[src/rtl/pacman_input_scheduler_pkg.sv]
// Shared types, keycode constants and direction helper for the Pac-Man input scheduler.
package pacman_input_pkg;

    typedef enum logic [1:0] {
        RIGHT = 2'd0,
        UP    = 2'd1,
        LEFT  = 2'd2,
        DOWN  = 2'd3
    } dir_t;

    typedef enum logic [1:0] {
        IDLE   = 2'd0,
        RUN    = 2'd1,
        PAUSED = 2'd2
    } game_state_t;

    typedef struct packed {
        logic dir_valid;
        dir_t dir_key;
        logic is_pause;
        logic is_start;
    } key_dec_t;

    localparam logic [7:0] KC_W     = 8'h1A;
    localparam logic [7:0] KC_A     = 8'h04;
    localparam logic [7:0] KC_S     = 8'h16;
    localparam logic [7:0] KC_D     = 8'h07;
    localparam logic [7:0] KC_P     = 8'h13;
    localparam logic [7:0] KC_ENTER = 8'h28;
    localparam logic [7:0] KC_RIGHT = 8'h4F;
    localparam logic [7:0] KC_LEFT  = 8'h50;
    localparam logic [7:0] KC_DOWN  = 8'h51;
    localparam logic [7:0] KC_UP    = 8'h52;

    // Direction codes are arranged so the reverse is bit 1 flipped.
    function automatic dir_t opposite(dir_t d);
        return dir_t'(d ^ 2'd2);
    endfunction

endpackage

[src/rtl/pacman_input_scheduler_if.sv]
// Keycode/tick/maze inputs and movement/game-state outputs of the input scheduler.
interface pacman_input_scheduler_if;
    logic [7:0] keycode;
    logic       tick;
    logic [3:0] turn_ok;
    logic [1:0] dir;
    logic       moving;
    logic       running;
    logic       paused;
    logic       restart;
    logic       pend_valid;
    logic [1:0] pend_dir;

    modport master (
        output keycode, tick, turn_ok,
        input  dir, moving, running, paused, restart, pend_valid, pend_dir
    );

    modport slave (
        input  keycode, tick, turn_ok,
        output dir, moving, running, paused, restart, pend_valid, pend_dir
    );
endinterface

[src/rtl/pacman_input_scheduler_keycode_decoder.sv]
// Combinational HID keycode decoder. Arrow keys decode only when
// PACMAN_ARROW_KEYS_EN is defined.
module keycode_decoder
    import pacman_input_pkg::*;
(
    input  logic [7:0] i_kc,
    output key_dec_t   o_dec
);
`ifdef PACMAN_ARROW_KEYS_EN
    localparam bit ARROW_EN = 1'b1;
`else
    localparam bit ARROW_EN = 1'b0;
`endif

    always_comb begin
        o_dec         = '0;
        o_dec.dir_key = RIGHT;
        case (i_kc)
            KC_W:     begin o_dec.dir_valid = 1'b1; o_dec.dir_key = UP;    end
            KC_A:     begin o_dec.dir_valid = 1'b1; o_dec.dir_key = LEFT;  end
            KC_S:     begin o_dec.dir_valid = 1'b1; o_dec.dir_key = DOWN;  end
            KC_D:     begin o_dec.dir_valid = 1'b1; o_dec.dir_key = RIGHT; end
            KC_RIGHT: begin o_dec.dir_valid = ARROW_EN; o_dec.dir_key = RIGHT; end
            KC_LEFT:  begin o_dec.dir_valid = ARROW_EN; o_dec.dir_key = LEFT;  end
            KC_DOWN:  begin o_dec.dir_valid = ARROW_EN; o_dec.dir_key = DOWN;  end
            KC_UP:    begin o_dec.dir_valid = ARROW_EN; o_dec.dir_key = UP;    end
            KC_P:     o_dec.is_pause = 1'b1;
            KC_ENTER: o_dec.is_start = 1'b1;
            default:  ;
        endcase
    end
endmodule

[src/rtl/pacman_input_scheduler.sv]
// Pac-Man input scheduler: keycode capture, game-state FSM and tick-aligned
// buffered turns. Optional arrow-key decode via PACMAN_ARROW_KEYS_EN.
module pacman_input_scheduler
    import pacman_input_pkg::*;
#(
    parameter int HOLD_TICKS = 8
) (
    input  logic                      clk_clk,
    input  logic                      reset_reset_n,
    pacman_input_scheduler_if.slave   bus
);
    localparam int              CW        = $clog2(HOLD_TICKS + 1);
    localparam logic [CW-1:0]   HOLD_INIT = CW'(HOLD_TICKS);

    logic [7:0]    r_kc_q, r_kc_prev;
    game_state_t   r_state;
    dir_t          r_dir, r_pend_dir;
    logic          r_moving, r_restart, r_pend_valid;
    logic [CW-1:0] r_hold_cnt;

    key_dec_t w_dec;
    logic     w_start_edge, w_pause_edge;

    keycode_decoder u_dec (
        .i_kc  (r_kc_q),
        .o_dec (w_dec)
    );

    assign w_start_edge = w_dec.is_start && (r_kc_prev != KC_ENTER);
    assign w_pause_edge = w_dec.is_pause && (r_kc_prev != KC_P);

    always_ff @(posedge clk_clk or negedge reset_reset_n) begin
        if (!reset_reset_n) begin
            r_kc_q       <= '0;
            r_kc_prev    <= '0;
            r_state      <= IDLE;
            r_dir        <= LEFT;
            r_pend_dir   <= RIGHT;
            r_moving     <= 1'b0;
            r_restart    <= 1'b0;
            r_pend_valid <= 1'b0;
            r_hold_cnt   <= '0;
        end else begin
            r_kc_q    <= bus.keycode;
            r_kc_prev <= r_kc_q;
            r_restart <= 1'b0;
            if (w_start_edge) begin
                // Start behaves identically from every state.
                r_state      <= RUN;
                r_dir        <= LEFT;
                r_pend_valid <= 1'b0;
                r_moving     <= 1'b0;
                r_restart    <= 1'b1;
            end else begin
                case (r_state)
                    RUN: begin
                        if (w_pause_edge) begin
                            r_state <= PAUSED;
                        end else begin
                            if (bus.tick) begin
                                if (r_pend_valid && bus.turn_ok[r_pend_dir]) begin
                                    r_dir        <= r_pend_dir;
                                    r_pend_valid <= 1'b0;
                                    r_moving     <= 1'b1;
                                end else begin
                                    r_moving <= bus.turn_ok[r_dir];
                                    if (r_pend_valid) begin
                                        if (r_hold_cnt <= CW'(1)) begin
                                            r_hold_cnt   <= '0;
                                            r_pend_valid <= 1'b0;
                                        end else begin
                                            r_hold_cnt <= r_hold_cnt - CW'(1);
                                        end
                                    end
                                end
                            end
                            // Key handling comes last so a fresh key overrides the tick result.
                            if (w_dec.dir_valid) begin
                                if (w_dec.dir_key == opposite(r_dir)) begin
                                    r_dir        <= w_dec.dir_key;
                                    r_pend_valid <= 1'b0;
                                end else if (w_dec.dir_key != r_dir) begin
                                    r_pend_valid <= 1'b1;
                                    r_pend_dir   <= w_dec.dir_key;
                                    r_hold_cnt   <= HOLD_INIT;
                                end
                            end
                        end
                    end
                    PAUSED: if (w_pause_edge) r_state <= RUN;
                    default: ;
                endcase
            end
        end
    end

    assign bus.dir        = r_dir;
    assign bus.moving     = r_moving;
    assign bus.running    = (r_state == RUN);
    assign bus.paused     = (r_state == PAUSED);
    assign bus.restart    = r_restart;
    assign bus.pend_valid = r_pend_valid;
    assign bus.pend_dir   = r_pend_dir;
endmodule

[src/flat_wrapper.sv]
// flat-port wrapper written by rule: the top's interface ports become plain ports
module pacman_input_scheduler_flat import pacman_input_pkg::*;
#(
    parameter int HOLD_TICKS = 8
)
  (clk_clk, reset_reset_n, bus_keycode, bus_tick, bus_turn_ok, bus_dir, bus_moving, bus_running, bus_paused, bus_restart, bus_pend_valid, bus_pend_dir);
  pacman_input_scheduler_if bus_i ();
  input  logic clk_clk;
  input  logic reset_reset_n;
  input wire logic [$bits(bus_i.keycode)-1:0] bus_keycode;
  input wire logic [$bits(bus_i.tick)-1:0] bus_tick;
  input wire logic [$bits(bus_i.turn_ok)-1:0] bus_turn_ok;
  output wire logic [$bits(bus_i.dir)-1:0] bus_dir;
  output wire logic [$bits(bus_i.moving)-1:0] bus_moving;
  output wire logic [$bits(bus_i.running)-1:0] bus_running;
  output wire logic [$bits(bus_i.paused)-1:0] bus_paused;
  output wire logic [$bits(bus_i.restart)-1:0] bus_restart;
  output wire logic [$bits(bus_i.pend_valid)-1:0] bus_pend_valid;
  output wire logic [$bits(bus_i.pend_dir)-1:0] bus_pend_dir;
  assign bus_i.keycode = bus_keycode;
  assign bus_i.tick = bus_tick;
  assign bus_i.turn_ok = bus_turn_ok;
  assign bus_dir = bus_i.dir;
  assign bus_moving = bus_i.moving;
  assign bus_running = bus_i.running;
  assign bus_paused = bus_i.paused;
  assign bus_restart = bus_i.restart;
  assign bus_pend_valid = bus_i.pend_valid;
  assign bus_pend_dir = bus_i.pend_dir;
  pacman_input_scheduler #(.HOLD_TICKS(HOLD_TICKS)) u_core (.clk_clk(clk_clk), .reset_reset_n(reset_reset_n), .bus(bus_i));
endmodule
[config.mk]
export PLATFORM = sky130hd
export DESIGN_NAME = pacman_input_scheduler_flat
export DESIGN_NICKNAME = d
export VERILOG_FILES = /design/src/rtl/pacman_input_scheduler_pkg.sv /design/src/rtl/pacman_input_scheduler_if.sv /design/src/rtl/pacman_input_scheduler_keycode_decoder.sv /design/src/rtl/pacman_input_scheduler.sv /design/src/flat_wrapper.sv
export SDC_FILE = /design/constraint.sdc
export NUM_CORES = 1
export LEC_CHECK = 0
export ABC_AREA = 1
export BUFFER_PORTS_ARGS = -buffer_cell sky130_fd_sc_hd__clkbuf_2
export CAP_MARGIN = 20
export CORE_ASPECT_RATIO = 1.2
export CORE_MARGIN = 5
export CORE_UTILIZATION = 50
export DETAILED_ROUTE_END_ITERATION = 7
export GPL_TIMING_DRIVEN = 0
export PLACE_DENSITY = 0.77
export SYNTH_ARGS = -nofsm -noshare
export SYNTH_HDL_FRONTEND = slang
export SYNTH_SLANG_ARGS = --single-unit
[constraint.sdc]
create_clock -name clk_clk -period 2.3 [get_ports clk_clk]
set_input_delay 0.23 -clock clk_clk [delete_from_list [all_inputs] [get_ports clk_clk]]
set_output_delay 0.23 -clock clk_clk [all_outputs]
set_load 0.02 [all_outputs]
==> summary.md <==
| Metric | Value |
|---|---|
| CP delay by family, top | `simple AND/OR/NAND/NOR gates` |
| Distinct cells, synth | `23` |
| Setup repair after global routing missed its margin | `no` |
| Synthesized flop and latch total | `29` |
| Number of flops mapped to enable cells by yosys | `0` |
| Hold Path Stages | `1` |
| Clock Skews | `between 9 and 10 ps` |
| CP required | `2520 ps` |
| TritonCTS clock tree | `yes` |
| Placed cells | `254` |
| Synth Net Count | `about 210` |
| Setup bufs post-CTS | `0` |
| WL/cell | `10.9 um` |
| Critical-path maximum fanout | `7` |
| # clock sinks | `29` |
| Fraction of the mapped netlist area in simple logic gates | `35.3%` |
| H-tree Lvls | `2` |
| Final nets | `250` |
| RR Endpoint | `u_core.r_hold_cnt[1]$_DFFE_PN0P_` |
| Worst-margin pin slew | `702 ps` |
| Ys flop type | `dfrtp_1` |
| Via/cell ratio | `about 5.1` |
| Ranking of synthesized cells by area | `dfrtp_1, nand2_1, nor2_1, inv_1, nand3_1` |
| CTS buffer count | `5` |
| Layout Area Growth over Synthesis | `18.6%` |
| Synth Area in Compound Gates | `7.40%` |
| WHS | `21.0 ps` |
| Fin cells | `268` |
| Post-synthesis xor/xnor area fraction | `0%` |
| Synth Area in Adders | `1.64%` |
| Area share of the largest cell type after synthesis | `46.0%` |
| Clk_lat worst skew | `320 ps` |
| Standard-cell rows | `22` |
| R2R setup slack | `720 ps` |
| Worst hold path class | `input pin to flop` |
| CP endpoint | `u_core.r_hold_cnt[1]$_DFFE_PN0P_` |
| Levels on crit path | `10` |
| First-pass GRT wire length | `5160 um` |
| Critical Path End Type | `flop` |
| Slowest stage cell, crit path | `dfrtp_1` |
| Number of I/O pins | `24` |
| Crit path buffers/inverters | `2` |
| Max-slew headroom | `53.2%` |
| GRT overflow | `0` |
| Die Area | `4250 sq um` |
| Sequential-to-total area share from yosys stat | `47.7%` |
| VDD IR max | `about 0.00048 V` |
| Placeable core region | `3000 sq um` |
| Status | `completed` |
| Period Utilization, post-route | `68.6%` |
| Leak | `0.916 nW` |
| Residual DRC count | `0` |
| Synth Warn # | `0` |
| Post-synthesis mux area share | `0%` |
| Final RePlAce weighted congestion | `0.876` |
| Max Cap Viol | `0` |
| FILL cells | `290` |
| Starting Density | `50.8%` |
| Final min period | `approximately 1600 ps` |
| Total GRT Usage | `16.2%` |
| Number of buffers added on ports | `23` |
| Max incr delay on CP | `380 ps` |
| Post-DP HPWL | `about 2200 um` |
| Critical path class | `flop to flop` |
| Post-route ant nets | `0` |
| Pre-Repair DR Iteration Count | `5` |
| Area leader, netlist | `dfrtp_1` |
| Cell Chain, Critical Path | `inv_1 > nand2_2 > nor2_2 > nand3_1 > nand3_1 > nand3_2 > nor2_4 > inv_2 > o21ai_2 > nor2_1` |
| Starting DRT DRC Count | `85` |
| Die Y | `70.5 um` |
| Number of global-route vias before repair | `1,248` |
| FF-to-FF Start | `u_core.r_kc_q[5]$_DFF_PN0_` |
| Most common cell in the netlist | `nand2_1` |
| Final TNS setup | `0 ps` |
| Mapped Area | `1520 sq um` |
| Fmax | `634 MHz` |
| Pwr dens | `752 nW/um^2` |
| Initial antenna violation count | `0` |
| Async set-reset flop share out of synthesis | `100%` |
| Share of layout cells above drive strength 1 | `20.3%` |
| Largest family of logic cells by synthesized area | `simple AND/OR/NAND/NOR gates` |
| Crit path top cell by count | `nand3_1` |
| WL final | `2920 um` |
| Crit path DAT | `1800 ps` |
| Most common library cells after synthesis | `nand2_1, dfrtp_1, nor2_1, inv_1, nand3_1` |
| Pin count of the biggest net entering global routing | `30` |
| Diodes inserted | `0` |
| Number of buffers on the longest clock path | `2` |
| Crit path from | `u_core.r_kc_q[5]$_DFF_PN0_` |
| Mean Syn Cell Area | `7.81 sq um` |
| Die X | `60.4 um` |
| Mapped Cells | `195` |
| Max-slew violations | `0` |
| Reg clk slew, reported paths | `90 ps` |
| Reg2Reg Depth | `10` |
| Final setup violation count | `0` |
| Total Power | `between 1 and 1.5 mW` |
| CP Launch Type | `flop` |
| Root buf cell | `clkbuf_4` |
| Final Hold Fails | `0` |
| Via count | `1,366` |
==> registers in the layout, summed over array words and instances (netlist names) <==
signal                 flops
u_core.bus.restart         1
u_core.r_hold_cnt          4
u_core.bus.moving          1
u_core.r_kc_q              8
u_core.bus.pend_dir        2
u_core.r_state             2
u_core.r_kc_prev           8
u_core.bus.dir             2
u_core.bus.pend_valid      1
==> cells by family (layout without fill, tap and decap cells) <==
| family | Yosys count | after routing |
|---|---|---|
| AND/OR/NAND/NOR | 114 | 114 |
| AO/OA/AOI/OAI | 20 | 20 |
| adder cells (fa/ha/maj) | 2 | 2 |
| buffers and inverters | 30 | 67 |
| flip-flops | 29 | 29 |
==> cell type report <==
| class | instances | area [sq um] | share of cell area (%) |
|---|---|---|---|
| sequential | 29 | 727 | 40.3 |
| multi-input combinational | 136 | 676 | 37.4 |
| timing repair buffer | 31 | 195 | 10.8 |
| inverter | 29 | 109 | 6.03 |
| tap | 36 | 45.0 | 2.49 |
| clock buffer | 5 | 37.5 | 2.08 |
| buffer | 1 | 11.3 | 0.624 |
| clock inverter | 1 | 5.00 | 0.277 |
==> worst min path at each step <==
stage | start | end
6_report | bus_keycode[7] | u_core.r_kc_q[7]$_DFF_PN0_
5_1_grt | bus_keycode[7] | u_core.r_kc_q[7]$_DFF_PN0_
4_1_cts | bus_keycode[7] | u_core.r_kc_q[7]$_DFF_PN0_
3_5_place_dp | reset_reset_n | u_core.bus.pend_dir[1]$_DFFE_PN0P_
3_3_place_gp | reset_reset_n | u_core.bus.pend_dir[0]$_DFFE_PN0P_
2_1_floorplan | reset_reset_n | u_core.bus.dir[0]$_DFFE_PN0P_
==> what timing repair did <==
action | 4_1_cts | 5_1_grt
gates resized for setup | 0 | 0
hold endpoints to repair | 35 | 0
hold buffers | 8 | 0
==> metrics by stage <==
step                setup slack, ps  util [%]  cell area [sq um]
detailed placement              679      56.1               1680
floorplan                       799         -               1520
CTS                             672      60.2               1810
global route                    511      60.2               1810
finish                          722      60.2               1810
global placement                709      56.1               1680
==> metal layers <==
| metal | up-vias | track usage, % | wire (um) |
|---|---|---|---|
| met3 | 8 | 5.18 | 210 |
| met5 | - | 0 | 0 |
| met2 | 40 | 26.7 | 1470 |
| li1 | 701 | - | - |
| met1 | 617 | 17.8 | 1160 |
| met4 | 0 | 8.62 | 80 |
==> cells in the final DEF, fill, tap and decap left out, types with 2 or more instances in the layout <==
cell type      instances
o21ai_0               10
inv_2                  3
nor3_1                 4
nor2_1                27
clkbuf_2              23
inv_1                 26
nor2_4                 2
nand3_2                3
nand3_1               19
dlygate4sd3_1          8
nand4_1                7
nand2_1               45
dfrtp_1               28
ha_1                   2
nand2_4                2
a21oi_1                6
nand2_2                3
clkbuf_4               5
==> power breakdown <==
| group | total (mW) | internal, mW | switching, mW |
|---|---|---|---|
| registers | 0.668 | 0.589 | 0.0787 |
| logic | 0.428 | 0.163 | 0.264 |
| clock network | 0.262 | 0.106 | 0.156 |
| total | 1.36 | 0.858 | 0.500 |
No activity file was read; power rests on OpenSTA's default activity.
